<file path="src/rtl/array_memory_pkg.sv">
// Shared definitions for the array memory sequencer/arbiter.
package array_memory_pkg;

  typedef enum logic [1:0] {
    S_SCAN = 2'd0,
    S_HOST = 2'd1,
    S_ACK  = 2'd2
  } state_t;

  localparam logic RW_READ  = 1'b1;
  localparam logic RW_WRITE = 1'b0;

  localparam int DEF_WIDTH     = 4;
  localparam int DEF_REG_NUM   = 8;
  localparam int DEF_ADDR_BITS = 3;
  localparam int DEF_DWELL     = 1000;

  // True when a zero-extended address selects an existing memory location.
  function automatic logic addr_in_range(input logic [31:0] addr, input logic [31:0] limit);
    return (addr < limit);
  endfunction

endpackage

</file>
<file path="src/rtl/array_memory_ctrl_scan_counter.sv">
// Dwell counter and scan index for the background display scanner.
// index_next is the value scan_index takes on the coming edge, so the
// parent can register a memory address that lines up with scan_index.
module scan_counter #(
  parameter int REG_NUM   = 8,
  parameter int ADDR_BITS = 3,
  parameter int DWELL     = 1000
) (
  input  logic                 clock,
  input  logic                 reset_n,
  input  logic                 advance,
  output logic [ADDR_BITS-1:0] scan_index,
  output logic [ADDR_BITS-1:0] index_next
);

  localparam int CW = (DWELL > 1) ? $clog2(DWELL) : 1;
  localparam logic [CW-1:0]        DWELL_LAST = CW'(DWELL - 1);
  localparam logic [CW-1:0]        DWELL_ONE  = {{(CW-1){1'b0}}, 1'b1};
  localparam logic [ADDR_BITS-1:0] INDEX_LAST = ADDR_BITS'(REG_NUM - 1);
  localparam logic [ADDR_BITS-1:0] INDEX_ONE  = {{(ADDR_BITS-1){1'b0}}, 1'b1};

  logic [CW-1:0] dwell_cnt;
  logic [CW-1:0] dwell_next;

  // Next dwell/index: step only when advancing, wrap index at REG_NUM-1.
  always_comb begin
    dwell_next = dwell_cnt;
    index_next = scan_index;
    if (advance) begin
      if (dwell_cnt == DWELL_LAST) begin
        dwell_next = {CW{1'b0}};
        if (scan_index == INDEX_LAST) begin
          index_next = {ADDR_BITS{1'b0}};
        end else begin
          index_next = scan_index + INDEX_ONE;
        end
      end else begin
        dwell_next = dwell_cnt + DWELL_ONE;
        index_next = scan_index;
      end
    end else begin
      dwell_next = dwell_cnt;
      index_next = scan_index;
    end
  end

  // Counter state registers.
  always_ff @(posedge clock or negedge reset_n) begin
    if (!reset_n) begin
      dwell_cnt  <= {CW{1'b0}};
      scan_index <= {ADDR_BITS{1'b0}};
    end else begin
      dwell_cnt  <= dwell_next;
      scan_index <= index_next;
    end
  end

endmodule

</file>
<file path="src/rtl/array_memory_ctrl.sv">
// Arbiter between the display scanner and the host port for the 8x4 array
// memory. All memory control lines and handshake outputs are registered.
module array_memory_ctrl
  import array_memory_pkg::*;
#(
  parameter int WIDTH     = DEF_WIDTH,
  parameter int REG_NUM   = DEF_REG_NUM,
  parameter int ADDR_BITS = DEF_ADDR_BITS,
  parameter int DWELL     = DEF_DWELL
) (
  input  logic                 clock,
  input  logic                 reset_n,
  input  logic                 scan_en,
  input  logic                 host_req,
  input  logic                 host_rw,
  input  logic [ADDR_BITS-1:0] host_addr,
  input  logic [WIDTH-1:0]     host_data,
  output logic                 host_ack,
  output logic                 host_err,
  output logic                 busy,
  output logic [ADDR_BITS-1:0] scan_index,
  output logic [ADDR_BITS-1:0] mem_address,
  output logic                 mem_rw,
  output logic                 mem_ensure,
  output logic [WIDTH-1:0]     mem_data_in
);

  localparam logic [31:0] REG_LIMIT = REG_NUM;

  state_t                 state;
  logic                   cap_err;
  logic                   advance;
  logic                   in_range;
  logic [ADDR_BITS-1:0]   index_next;

  // The scanner only steps in S_SCAN and never on an edge that accepts the host.
  assign advance  = scan_en && (state == S_SCAN) && !host_req;
  assign in_range = addr_in_range({{(32-ADDR_BITS){1'b0}}, host_addr}, REG_LIMIT);

  scan_counter #(
    .REG_NUM   (REG_NUM),
    .ADDR_BITS (ADDR_BITS),
    .DWELL     (DWELL)
  ) u_scan_counter (
    .clock      (clock),
    .reset_n    (reset_n),
    .advance    (advance),
    .scan_index (scan_index),
    .index_next (index_next)
  );

  // Sequencer FSM with registered memory controls and host handshake.
  always_ff @(posedge clock or negedge reset_n) begin
    if (!reset_n) begin
      state       <= S_SCAN;
      cap_err     <= 1'b0;
      host_ack    <= 1'b0;
      host_err    <= 1'b0;
      busy        <= 1'b0;
      mem_address <= {ADDR_BITS{1'b0}};
      mem_rw      <= RW_READ;
      mem_ensure  <= 1'b0;
      mem_data_in <= {WIDTH{1'b0}};
    end else begin
      case (state)
        S_SCAN: begin
          host_ack <= 1'b0;
          host_err <= 1'b0;
          if (host_req) begin
            state       <= S_HOST;
            cap_err     <= !in_range;
            busy        <= 1'b1;
            mem_address <= host_addr;
            mem_rw      <= host_rw;
            mem_data_in <= host_data;
            mem_ensure  <= in_range;
          end else begin
            state       <= S_SCAN;
            busy        <= 1'b0;
            mem_address <= index_next;
            mem_rw      <= RW_READ;
            mem_ensure  <= scan_en;
          end
        end
        S_HOST: begin
          state       <= S_ACK;
          host_ack    <= 1'b1;
          host_err    <= cap_err;
          busy        <= 1'b1;
          mem_address <= scan_index;
          mem_rw      <= RW_READ;
          mem_ensure  <= scan_en;
        end
        S_ACK: begin
          state       <= S_SCAN;
          host_ack    <= 1'b0;
          host_err    <= 1'b0;
          busy        <= 1'b0;
          mem_address <= scan_index;
          mem_rw      <= RW_READ;
          mem_ensure  <= scan_en;
        end
        default: begin
          state       <= S_SCAN;
          cap_err     <= 1'b0;
          host_ack    <= 1'b0;
          host_err    <= 1'b0;
          busy        <= 1'b0;
          mem_address <= scan_index;
          mem_rw      <= RW_READ;
          mem_ensure  <= 1'b0;
        end
      endcase
    end
  end

endmodule

</file>
<file path="config.mk">
export PLATFORM = sky130hd
export DESIGN_NAME = array_memory_ctrl
export DESIGN_NICKNAME = d
export VERILOG_FILES = /design/src/rtl/array_memory_pkg.sv /design/src/rtl/array_memory_ctrl_scan_counter.sv /design/src/rtl/array_memory_ctrl.sv
export SDC_FILE = /design/constraint.sdc
export NUM_CORES = 1
export LEC_CHECK = 0
export ABC_AREA = 1
export CAP_MARGIN = 40
export CORE_ASPECT_RATIO = 1.25
export CORE_MARGIN = 2
export CORE_UTILIZATION = 50
export CTS_CLUSTER_SIZE = 30
export DETAILED_ROUTE_END_ITERATION = 16
export MAX_ROUTING_LAYER = met4
export PLACE_DENSITY_LB_ADDON = 0.2
export SLEW_MARGIN = 20
export SYNTH_ARGS = -nofsm -noshare
export SYNTH_HDL_FRONTEND = slang
export SYNTH_HIERARCHICAL = 1
export SYNTH_SLANG_ARGS = --single-unit
</file>
<file path="constraint.sdc">
create_clock -name clock -period 1.9 [get_ports clock]
set_input_delay 0.475 -clock clock [delete_from_list [all_inputs] [get_ports clock]]
set_output_delay 0.475 -clock clock [all_outputs]
set_load 0.005 [all_outputs]
</file>
==> impl_metrics.yaml <==
outcome:
  status: "completed"
final_layout:
  drive_above_1_share_pct: 8.67
  fin_nets: 215
  area_growth_pct: 25.9
  mostFrequentLayoutCells: "50 x nand2_1, 25 x clkdlybuf4s50_1, 24 x dfrtp_1, 22 x inv_1, 20 x nand3_1"
  n_fill_cell: 236
  final_area_um2: 1640
  diodes: 0
  layout_commonest_cell: "nand2_1"
sta:
  maxSlewViolCount: 0
  finalHoldViolCount: 0
  rsz0062_at_grt: "false"
  setup_viol: 0
  fin_skew_ns: 0.00351
  max_freq_mhz: 550
  hold_slack_ns: 0.507
  setup_ws_ns: 0.0804
  tns_ns: 0
  min_period_ns: 1.82
  finalCritPeriodShare_pct: 95.8
global_routing:
  grt_use_met2_pct: 36.8
  antenna_found_initial: 0
  gr-total-overflow: 0
  grt_usage_pct: 19.6
  top_usage_layer: "met2"
  grt_pass1_wl_mm: 4.42
  grt_max_degree: 26
  grt_pass1_vias: 1125
  met3_usage_pct: 3.64
  met1_usage_pct: 20.1
worst_setup_path:
  crit_chain: "clkdlybuf4s50_1"
  worstSetupPathDepth: 1
  path_delay_family: "flip-flops"
  startpoint_type: "flop"
  r2r_cells: 11
  critPathSlowestCell: "dfstp_2"
  cpPeakStageDelay_ns: 0.54
  r2r_end: "u_scan_counter/dwell_cnt[9]"
  r2r_start: "host_ack"
  arrival_ns: 1.34
  path_max_fanout: 1
  ff2ff_setup_slack_ns: 0.32
  critPathRequiredTime_ns: 1.42
  crit_type: "flop to output port"
  crit_end: "mem_rw"
  startpoint: "mem_rw"
  end_kind: "output port"
  cp_num_buf_inv: 1
synthesis:
  mappedNetlistArea_um2: 1310
  synthCells: 165
  syn-num-nets: 183
  synth_top_area_cell: "dfrtp_1"
  synth_top_area_share_pct: 46.0
  synth_area_leaders: "dfrtp_1 46%, nand2_1 14%, nand3_1 7.7%"
  synth.avg_cell_area_um2: 7.92
  synth_cell_types: 24
  synth-seq-cells: 25
  yosys_warnings: 6
  yosysSeqAreaShare_pct: 48.0
clock_tree:
  cts_tree: "done"
  clock_sinks: 25
  clock-root-buffer: "clkbuf_4"
  clkSlewWorstSetupHoldPaths_ns: 0.13
  cts_buffers: 3
  htree_levels: 1
  clockBufferDepth: 2
  insertion_delay_ns: 0.31
  cts_hold_buf: 0
  cts_setup_buffers: 0
  ctsResizeCount: 0
power:
  peakVddDrop_mv: 0.555
  p_per_area_nw_per_um2: 821
  switching_share_pct: 32.7
  internal_power_w: 0.000909
  power_switching_w: 0.000441
  cellLeakagePower_nw: 0.884
  clkPwrFrac_pct: 16.9
  seqPwrFrac_pct: 53.3
  combPwrFrac_pct: 29.8
die:
  fp.dieH_um: 61.1
  io_pins: 27
  start_util_pct: 53.3
  dieArea_um2: 3040
  core_um2: 2450
  die_x_um: 49.7
  std_cell_rows: 20
route:
  vias: 1124
  remaining_drc_errors: 0
  drt-total-wl_mm: 2.65
  drt.antenna.violating_nets: 0
  routedWlPerCell_um: 11.6
  firstDrtPassIters: 4
  vias_per_cell: 4.91
  drtIter0Drc: 39
placed_design:
  place_ws_ns: -0.00787
  hpwl_mm: 2.06
  place_congestion: 0.913
  portBuffers: 25
  dpl_cell_area_um2: 1620
hold_path:
  hp-class: "input port to async pin"
run:
  cap_violations: 0
[worst min-delay path by stage]
stage | start | end | cells after the start
floorplan | reset_n | busy | 0
global placement | mem_data_in[0] | mem_data_in[0] | 2
detailed placement | mem_data_in[2] | mem_data_in[2] | 2
CTS | reset_n | u_scan_counter/dwell_cnt[4] | 2
global route | reset_n | u_scan_counter/dwell_cnt[8] | 2
finish | reset_n | u_scan_counter/dwell_cnt[5] | 2
[metal layers]
metal  up-vias  share of wire (%)
li1        567                  -
met1       524                 42
met2        31                 53
met3         2                4.2
met4         0               0.57
met5         -                  0
[metrics by stage]
step           util [%]  total power (W)  instances
3_3_place_gp       66.0          0.00112        225
3_5_place_dp       66.0          0.00113        225
5_1_grt            67.0          0.00145        229
4_1_cts            67.0          0.00137        229
6_report           67.0          0.00135        229
2_1_floorplan         -         0.000948        165
[registers in the layout, indices dropped and copies added (netlist names)]
register,cells
u_scan_counter/dwell_cnt,10
mem_data_in,4
mem_address,3
u_scan_counter/scan_index,3
busy,1
host_ack,1
mem_ensure,1
mem_rw,1
state,1
[synth_stat cells (all sizes together)]
master,number
nand2,51
dfrtp,24
inv,23
nand3,21
nor2,20
ha,6
buf,3
nand4,3
or2,3
xor2,3
nor3,2
o21bai,2
a21oi,1
conb,1
dfstp,1
o21ai,1
[power groups by stage]
stage	clock, W	combinational, W	sequential (W)
after global routing	0.000260	0.000461	0.000732
final	0.000229	0.000403	0.000719
after CTS	0.000242	0.000408	0.000719
after floorplan	0	0.000233	0.000715
after detailed placement	0	0.000406	0.000729
after global placement	0	0.000397	0.000726
[area by class of cell]
| type | instances | area, µm² | share of cell area (%) |
|---|---|---|---|
| Tap cell | 33 | 41.3 | 2.51 |
| Sequential cell | 25 | 627 | 38.1 |
| Inverter | 23 | 86.3 | 5.25 |
| Multi-Input combinational cell | 114 | 576 | 35.0 |
| Clock buffer | 4 | 26.3 | 1.60 |
| Timing Repair Buffer | 30 | 288 | 17.5 |
[kinds of logic after synthesis]
kind of cell / after synthesis / share of synthesized area (%)
and+or+nand+nor: 100 / 34.1
adders and majority gates: 6 / 5.75
xor gates and xnor gates: 3 / 2.01
other: 1 / 0.287
buffers and inverters: 26 / 7.95
AOI/OAI and AO/OA: 4 / 1.91
DFF: 25 / 48.0
No activity file was read; power rests on OpenSTA's default activity.
